$ cat config.mk
export PLATFORM = sky130hd
export DESIGN_NAME = decode_stage
export DESIGN_NICKNAME = d
export VERILOG_FILES = /design/src/rtl/decode_stage.sv
export SDC_FILE = /design/constraint.sdc
export NUM_CORES = 1
export LEC_CHECK = 0
export ABC_AREA = 1
export BUFFER_PORTS_ARGS = -buffer_cell sky130_fd_sc_hd__buf_2
export CORE_MARGIN = 3
export CORE_UTILIZATION = 53
export CTS_CLUSTER_DIAMETER = 60
export DETAILED_ROUTE_END_ITERATION = 10
export HOLD_SLACK_MARGIN = 0.12
export PLACE_DENSITY_LB_ADDON = 0.05
export SLEW_MARGIN = 10
export SYNTH_ARGS = -nofsm -noshare
export SYNTH_HDL_FRONTEND = slang
export SYNTH_SLANG_ARGS = --single-unit
export TNS_END_PERCENT = 1
$ cat constraint.sdc
create_clock -name clk -period 5.15 [get_ports clk]
set_input_delay 1.03 -clock clk [delete_from_list [all_inputs] [get_ports clk]]
set_output_delay 1.03 -clock clk [all_outputs]
set_load 0.1 [all_outputs]
$ cat src/rtl/decode_stage.sv
// decode_stage: ID stage of a 5-stage MIPS pipeline.
// Decodes a MIPS subset and drives the register-file read ports.
// Registers the ID/EXE fields.
// Interlocks RAW hazards against a small scoreboard of in-flight destinations.
// There is no forwarding.
//
// Stall/valid contract with the neighbouring stages:
//   - if_valid says IF/ID holds an instruction.
//   - While id_stall is 1, fetch must hold its PC and IF/ID unchanged.
//   - The instruction in IF/ID is consumed on a rising edge only when all of
//     the following are true: id_stall=0, exe_flush=0 and if_valid=1.
//   - ex_valid qualifies every ex_* field.
//   - Every ex_* field is all zero when ex_valid is 0.
//   - While mem_stall is 1, ID/EXE and the scoreboard hold their values.
module decode_stage #(
  parameter int PC_W     = 30,
  parameter int SB_DEPTH = 3
) (
  input  logic            clk,
  input  logic            reset,
  input  logic            if_valid,
  input  logic [PC_W-1:0] if_pc,
  input  logic [31:0]     if_ins,
  output logic            id_stall,
  output logic [4:0]      rs_addr,
  output logic [4:0]      rt_addr,
  input  logic [31:0]     rs_data,
  input  logic [31:0]     rt_data,
  input  logic            exe_flush,
  input  logic            mem_stall,
  output logic            ex_valid,
  output logic [PC_W-1:0] ex_pc,
  output logic [3:0]      ex_aluop,
  output logic [31:0]     ex_a,
  output logic [31:0]     ex_b,
  output logic [31:0]     ex_st_data,
  output logic [31:0]     ex_imm,
  output logic [4:0]      ex_dest,
  output logic            ex_reg_we,
  output logic            ex_mem_rd,
  output logic            ex_mem_wr,
  output logic [1:0]      ex_br,
  output logic            ex_illegal
);

  localparam logic [3:0] ALU_ADD   = 4'd0;
  localparam logic [3:0] ALU_SUB   = 4'd1;
  localparam logic [3:0] ALU_AND   = 4'd2;
  localparam logic [3:0] ALU_OR    = 4'd3;
  localparam logic [3:0] ALU_XOR   = 4'd4;
  localparam logic [3:0] ALU_SLT   = 4'd5;
  localparam logic [3:0] ALU_PASSB = 4'd6;

  localparam logic [1:0] BR_NONE = 2'd0;
  localparam logic [1:0] BR_BEQ  = 2'd1;
  localparam logic [1:0] BR_BNE  = 2'd2;
  localparam logic [1:0] BR_J    = 2'd3;

  // Instruction fields
  logic [5:0]  op_f;
  logic [5:0]  funct_f;
  logic [4:0]  rs_f;
  logic [4:0]  rt_f;
  logic [4:0]  rd_f;
  logic [31:0] imm_sx;
  logic [31:0] imm_zx;
  logic [31:0] imm_lui;
  logic [31:0] imm_j;

  assign op_f    = if_ins[31:26];
  assign rs_f    = if_ins[25:21];
  assign rt_f    = if_ins[20:16];
  assign rd_f    = if_ins[15:11];
  assign funct_f = if_ins[5:0];
  assign imm_sx  = {{16{if_ins[15]}}, if_ins[15:0]};
  assign imm_zx  = {16'h0, if_ins[15:0]};
  assign imm_lui = {if_ins[15:0], 16'h0};
  assign imm_j   = {6'h0, if_ins[25:0]};

  assign rs_addr = rs_f;
  assign rt_addr = rt_f;

  // Decoded controls
  logic [3:0]  dec_aluop;
  logic [31:0] dec_imm;
  logic        dec_b_imm;
  logic [4:0]  dec_dest;
  logic        dec_we_raw;
  logic        dec_we;
  logic        dec_mem_rd;
  logic        dec_mem_wr;
  logic [1:0]  dec_br;
  logic        dec_ill;
  logic        use_rs;
  logic        use_rt;

  // Combinational decode of the IF/ID instruction
  always_comb begin
    dec_aluop  = ALU_ADD;
    dec_imm    = 32'h0;
    dec_b_imm  = 1'b0;
    dec_dest   = 5'd0;
    dec_we_raw = 1'b0;
    dec_mem_rd = 1'b0;
    dec_mem_wr = 1'b0;
    dec_br     = BR_NONE;
    dec_ill    = 1'b0;
    use_rs     = 1'b0;
    use_rt     = 1'b0;
    case (op_f)
      6'h00: begin
        use_rs     = 1'b1;
        use_rt     = 1'b1;
        dec_dest   = rd_f;
        dec_we_raw = 1'b1;
        case (funct_f)
          6'h21:   dec_aluop = ALU_ADD;
          6'h23:   dec_aluop = ALU_SUB;
          6'h24:   dec_aluop = ALU_AND;
          6'h25:   dec_aluop = ALU_OR;
          6'h26:   dec_aluop = ALU_XOR;
          6'h2A:   dec_aluop = ALU_SLT;
          default: begin
            dec_ill    = 1'b1;
            dec_we_raw = 1'b0;
            dec_dest   = 5'd0;
          end
        endcase
      end
      6'h09: begin
        use_rs     = 1'b1;
        dec_imm    = imm_sx;
        dec_b_imm  = 1'b1;
        dec_dest   = rt_f;
        dec_we_raw = 1'b1;
      end
      6'h0C: begin
        use_rs     = 1'b1;
        dec_aluop  = ALU_AND;
        dec_imm    = imm_zx;
        dec_b_imm  = 1'b1;
        dec_dest   = rt_f;
        dec_we_raw = 1'b1;
      end
      6'h0D: begin
        use_rs     = 1'b1;
        dec_aluop  = ALU_OR;
        dec_imm    = imm_zx;
        dec_b_imm  = 1'b1;
        dec_dest   = rt_f;
        dec_we_raw = 1'b1;
      end
      6'h0F: begin
        dec_aluop  = ALU_PASSB;
        dec_imm    = imm_lui;
        dec_b_imm  = 1'b1;
        dec_dest   = rt_f;
        dec_we_raw = 1'b1;
      end
      6'h23: begin
        use_rs     = 1'b1;
        dec_imm    = imm_sx;
        dec_b_imm  = 1'b1;
        dec_dest   = rt_f;
        dec_we_raw = 1'b1;
        dec_mem_rd = 1'b1;
      end
      6'h2B: begin
        use_rs     = 1'b1;
        use_rt     = 1'b1;
        dec_imm    = imm_sx;
        dec_b_imm  = 1'b1;
        dec_mem_wr = 1'b1;
      end
      6'h04, 6'h05: begin
        use_rs    = 1'b1;
        use_rt    = 1'b1;
        dec_aluop = ALU_SUB;
        dec_imm   = imm_sx;
        dec_br    = (op_f == 6'h04) ? BR_BEQ : BR_BNE;
      end
      6'h02: begin
        dec_imm   = imm_j;
        dec_b_imm = 1'b1;
        dec_br    = BR_J;
      end
      default: dec_ill = 1'b1;
    endcase
  end

  // $0 is hard-wired, so a write to it is dropped.
  // Because the write is dropped, it never occupies a scoreboard entry.
  assign dec_we = dec_we_raw & (dec_dest != 5'd0);

  // Scoreboard: entry 0 = EXE, 1 = MEM, 2 = WB
  logic [SB_DEPTH-1:0]      sb_valid_q, sb_valid_d;
  logic [SB_DEPTH-1:0][4:0] sb_dest_q, sb_dest_d;
  logic                     rs_hit;
  logic                     rt_hit;
  logic                     hazard;
  logic                     issue;

  // RAW check of the IF/ID sources against every in-flight destination
  always_comb begin
    rs_hit = 1'b0;
    rt_hit = 1'b0;
    for (int k = 0; k < SB_DEPTH; k++) begin
      if (sb_valid_q[k] && (sb_dest_q[k] == rs_f)) rs_hit = 1'b1;
      if (sb_valid_q[k] && (sb_dest_q[k] == rt_f)) rt_hit = 1'b1;
    end
    hazard = if_valid & ((use_rs & (rs_f != 5'd0) & rs_hit) |
                         (use_rt & (rt_f != 5'd0) & rt_hit));
  end

  // A flush wins over a hazard.
  // The stalled instruction is being discarded anyway, so fetch must not hold it.
  assign id_stall = ~reset & (mem_stall | (hazard & ~exe_flush));
  assign issue    = if_valid & ~exe_flush & ~hazard;

  // ID/EXE register state
  logic            ex_valid_q, ex_valid_d;
  logic [PC_W-1:0] ex_pc_q, ex_pc_d;
  logic [3:0]      ex_aluop_q, ex_aluop_d;
  logic [31:0]     ex_a_q, ex_a_d;
  logic [31:0]     ex_b_q, ex_b_d;
  logic [31:0]     ex_st_q, ex_st_d;
  logic [31:0]     ex_imm_q, ex_imm_d;
  logic [4:0]      ex_dest_q, ex_dest_d;
  logic            ex_we_q, ex_we_d;
  logic            ex_rd_q, ex_rd_d;
  logic            ex_wr_q, ex_wr_d;
  logic [1:0]      ex_br_q, ex_br_d;
  logic            ex_ill_q, ex_ill_d;

  // Next state: hold on mem_stall, otherwise issue or bubble and shift the scoreboard
  always_comb begin
    ex_valid_d = ex_valid_q;
    ex_pc_d    = ex_pc_q;
    ex_aluop_d = ex_aluop_q;
    ex_a_d     = ex_a_q;
    ex_b_d     = ex_b_q;
    ex_st_d    = ex_st_q;
    ex_imm_d   = ex_imm_q;
    ex_dest_d  = ex_dest_q;
    ex_we_d    = ex_we_q;
    ex_rd_d    = ex_rd_q;
    ex_wr_d    = ex_wr_q;
    ex_br_d    = ex_br_q;
    ex_ill_d   = ex_ill_q;
    sb_valid_d = sb_valid_q;
    sb_dest_d  = sb_dest_q;
    if (!mem_stall) begin
      sb_valid_d = {sb_valid_q[SB_DEPTH-2:0], issue & dec_we};
      sb_dest_d  = {sb_dest_q[SB_DEPTH-2:0], (issue & dec_we) ? dec_dest : 5'd0};
      ex_valid_d = 1'b0;
      ex_pc_d    = '0;
      ex_aluop_d = 4'd0;
      ex_a_d     = 32'h0;
      ex_b_d     = 32'h0;
      ex_st_d    = 32'h0;
      ex_imm_d   = 32'h0;
      ex_dest_d  = 5'd0;
      ex_we_d    = 1'b0;
      ex_rd_d    = 1'b0;
      ex_wr_d    = 1'b0;
      ex_br_d    = 2'd0;
      ex_ill_d   = 1'b0;
      if (issue) begin
        ex_valid_d = 1'b1;
        ex_pc_d    = if_pc;
        ex_aluop_d = dec_aluop;
        ex_a_d     = rs_data;
        ex_b_d     = dec_b_imm ? dec_imm : rt_data;
        ex_st_d    = rt_data;
        ex_imm_d   = dec_imm;
        ex_dest_d  = dec_dest;
        ex_we_d    = dec_we;
        ex_rd_d    = dec_mem_rd;
        ex_wr_d    = dec_mem_wr;
        ex_br_d    = dec_br;
        ex_ill_d   = dec_ill;
      end
    end
  end

  // State registers with synchronous reset
  always_ff @(posedge clk) begin
    if (reset) begin
      ex_valid_q <= 1'b0;
      ex_pc_q    <= '0;
      ex_aluop_q <= 4'd0;
      ex_a_q     <= 32'h0;
      ex_b_q     <= 32'h0;
      ex_st_q    <= 32'h0;
      ex_imm_q   <= 32'h0;
      ex_dest_q  <= 5'd0;
      ex_we_q    <= 1'b0;
      ex_rd_q    <= 1'b0;
      ex_wr_q    <= 1'b0;
      ex_br_q    <= 2'd0;
      ex_ill_q   <= 1'b0;
      sb_valid_q <= '0;
      sb_dest_q  <= '0;
    end else begin
      ex_valid_q <= ex_valid_d;
      ex_pc_q    <= ex_pc_d;
      ex_aluop_q <= ex_aluop_d;
      ex_a_q     <= ex_a_d;
      ex_b_q     <= ex_b_d;
      ex_st_q    <= ex_st_d;
      ex_imm_q   <= ex_imm_d;
      ex_dest_q  <= ex_dest_d;
      ex_we_q    <= ex_we_d;
      ex_rd_q    <= ex_rd_d;
      ex_wr_q    <= ex_wr_d;
      ex_br_q    <= ex_br_d;
      ex_ill_q   <= ex_ill_d;
      sb_valid_q <= sb_valid_d;
      sb_dest_q  <= sb_dest_d;
    end
  end

  assign ex_valid   = ex_valid_q;
  assign ex_pc      = ex_pc_q;
  assign ex_aluop   = ex_aluop_q;
  assign ex_a       = ex_a_q;
  assign ex_b       = ex_b_q;
  assign ex_st_data = ex_st_q;
  assign ex_imm     = ex_imm_q;
  assign ex_dest    = ex_dest_q;
  assign ex_reg_we  = ex_we_q;
  assign ex_mem_rd  = ex_rd_q;
  assign ex_mem_wr  = ex_wr_q;
  assign ex_br      = ex_br_q;
  assign ex_illegal = ex_ill_q;

endmodule
==> flow_metrics.env <==
export IMPL_synthMuxAreaShare_pct=0
export IMPL_path_delay_family="simple AND/OR/NAND/NOR gates"
export IMPL_cts_buffers=17
export IMPL_cts_tree="done"
export IMPL_ctsResizeCount=0
export IMPL_fill_cells=1431
export IMPL_via_per_inst=5.12
export IMPL_min_path_type="reg2reg"
export IMPL_setup_tns_ns=0
export IMPL_critical_path_buf_inv_count=2
export IMPL_slew_headroom_pct=30.4
export IMPL_clk_latency_ns=0.44
export IMPL_synth_area_leader_cell="dfxtp_1"
export IMPL_crit_path_end_kind="output pin"
export IMPL_synth_avg_cell_area_um2=6.88
export IMPL_ys_ff_latch=190
export IMPL_gp_congestion=0.948
export IMPL_ys_types=36
export IMPL_clockBufferDepth=2
export IMPL_dp_cells=1677
export IMPL_run_status="finished, final reports clean"
export IMPL_layout_common_cells="456 x nand2_1, 312 x buf_2, 190 x dfxtp_1"
export IMPL_rsz0062_at_grt="no"
export IMPL_route_detailed_drc=0
export IMPL_synth_top_area_share_pct=45.0
export IMPL_drt_iter0_markers=705
export IMPL_core_area_mm2=0.0154
export IMPL_final_setup_viol_count=0
export IMPL_tightest_slew_ns=1.04
export IMPL_period_share_pct=75.2
export IMPL_synth_edf_count=0
export IMPL_dpl_hpwl_um=19000
export IMPL_max_stage_delay_ns=0.45
export IMPL_post_route_util_pct=68.4
export IMPL_ir_drop_uv=247
export IMPL_synth_area_leaders="dfxtp_1 45%, nand2_1 20%, a21oi_1 8.9%, nor2_1 5.0%, inv_1 2.7%"
export IMPL_cts_sinks=190
export IMPL_drive_above_1_share_pct=25.9
export IMPL_track_usage_pct=29.4
export IMPL_timing_final_ws_setup_ns=1.28
export IMPL_die_w_um=132
export IMPL_ff2ff_setup_slack_ns=2.51
export IMPL_worstPathRequired_ns=4.12
export IMPL_antenna_found_initial=6
export IMPL_start_kind="primary input"
export IMPL_io_buffers=314
export IMPL_first_global_vias=7955
export IMPL_synth_fa_ha_area_share_pct=0
export IMPL_multiInputGateArea_mm2=0.00394
export IMPL_grt_max_degree=116
export IMPL_syn_area_mm2=0.00845
export IMPL_syn_nets=1359
export IMPL_ios=316
export IMPL_synth_simple_gate_area_share_pct=31.5
export IMPL_clockRootBuffer="clkbuf_16"
export IMPL_synth_xor_area_share_pct=0.104
export IMPL_regArea_mm2=0.00380
export IMPL_clkSlewWorstSetupHoldPaths_ns=0.07
export IMPL_crit_path_top_delay_cell="buf_2"
export IMPL_synth_main_ff_cell="dfxtp_1"
export IMPL_synthArstFlopShare_pct=0
export IMPL_cp_data_arrival_time_ns=2.84
export IMPL_cts_hold_buffers=0
export IMPL_slew_violations=0
export IMPL_post_cts_buffers=0
export IMPL_dieHeight_um=132
export IMPL_grt_pass1_wl_um=41600
export IMPL_overflow=0
export IMPL_post_place_ws_ns=1.30
export IMPL_finalWirelength_um=26700
export IMPL_area_delta_synth_final_pct=24.5
export IMPL_mostFrequentLayoutCell="nand2_1"
export IMPL_firstDrtPassIters=5
export IMPL_finalNetCount=1616
export IMPL_timing_hold_ws_ns=0.461
export IMPL_vias=8784
export IMPL_max_freq_mhz=258
export IMPL_p_per_area_mw_per_mm2=324
export IMPL_skew_ns=0.00968
export IMPL_start_util_pct=55.0
export IMPL_placementRows=45
export IMPL_leakagePower_nw=4.99
export IMPL_avgRoutedWirePerCell_um=15.6
export IMPL_dieArea_mm2=0.0175
export IMPL_maxCapViolCount=0
export IMPL_post_route_min_period_ns=3.87
export IMPL_syn_inst=1228
export IMPL_ys_warnings_count=0
export IMPL_ant_nets=0
export IMPL_cts_max_level=4
export IMPL_hold_viol=0
export IMPL_cp_cell_sequence="buf_2 > nor2_4 > nand3_1 > nand2_1 > nor2_1 > a21oi_2 > nand2_4 > nand2_1 > nand3_1 > a21oi_1 > buf_2"
export IMPL_synth_compound_area_share_pct=14.9
export IMPL_ys_seq_area_share_pct=45.0
export IMPL_crit_fanout=10
export IMPL_worstSetupPathType="in2out"
export IMPL_synth_top_family_by_area="simple AND/OR/NAND/NOR gates"
export IMPL_layout_cells_non_filler=1714
[per-layer routing]
layer	global-route usage, %	vias up	wire length (µm)	share of wire (%)
met5	0	-	27	0.10
met4	10.3	4	604	2.3
met3	9.81	45	2370	8.9
met2	48.7	340	12900	48
met1	36.1	3991	10700	40
li1	-	4404	-	-
[worst min-delay path: cells and delay by family (launching register included)]
family | cells | cell delay, ns
compound gates | 1 | 0.05
flops | 1 | 0.31
simple gates | 1 | 0.06
[sequential cells by signal, indices dropped and copies added (netlist names), 2 cells and up]
name / cells
ex_a: 32
ex_aluop: 3
ex_b: 32
ex_br: 2
ex_dest: 5
ex_imm: 32
ex_pc: 30
ex_st_data: 32
sb_dest_q: 15
sb_valid_q: 3
[per-stage QoR]
step           cell area, µm²  total power [W]
3_5_place_dp             9900          0.00209
4_1_cts                 10500          0.00342
2_1_floorplan            8450          0.00196
3_3_place_gp             9900          0.00209
5_1_grt                 10500          0.00352
6_report                10500          0.00341
[power by group]
part | switching (W) | internal [W]
clock network | 0.000647 | 0.000697
registers | 0.0000182 | 0.00150
logic | 0.000430 | 0.000114
total | 0.00110 | 0.00231
[layout make-up]
cell class / count / share of cell area [%]
inverters: 73 / 2.62
clock buffers: 18 / 4.08
diodes: 5 / 0.119
well taps: 211 / 2.51
repair buffers: 319 / 15.4
clock inverters: 14 / 1.63
flip-flops and latches: 190 / 36.2
multi-input cells: 884 / 37.4
[synthesized netlist by cell type, types with 2 or more instances]
master / number
nand2_1: 456
dfxtp_1: 190
a21oi_1: 150
nor2_1: 112
inv_1: 61
clkbuf_1: 46
nand3_1: 32
o21ai_0: 31
o21a_1: 22
buf_4: 14
buf_2: 12
or2_1: 12
inv_2: 11
nand4_1: 11
a211oi_1: 10
or2_2: 10
buf_6: 8
o211ai_1: 7
nand3_2: 5
nor2_2: 4
nand2_2: 3
o21ai_1: 3
o22ai_1: 3
nand2_4: 2
nor3_1: 2
[worst paths after layout]
kind | cells past startpoint | endpoint | start
worst min-delay path | 2 | ex_imm[18] | ex_imm[18]
worst max-delay path | 11 | id_stall | if_ins[31]
worst max register to register | 11 | ex_pc[29] | sb_dest_q[0]
worst min register to register | 2 | ex_imm[18] | ex_imm[18]
[kinds of logic after synthesis]
logic type	after synthesis
buf+inv	154
other cells	1
simple gates	652
compound gates	230
flops	190
xor+xnor	1
Note: power is estimated with default switching activity, not from simulation.
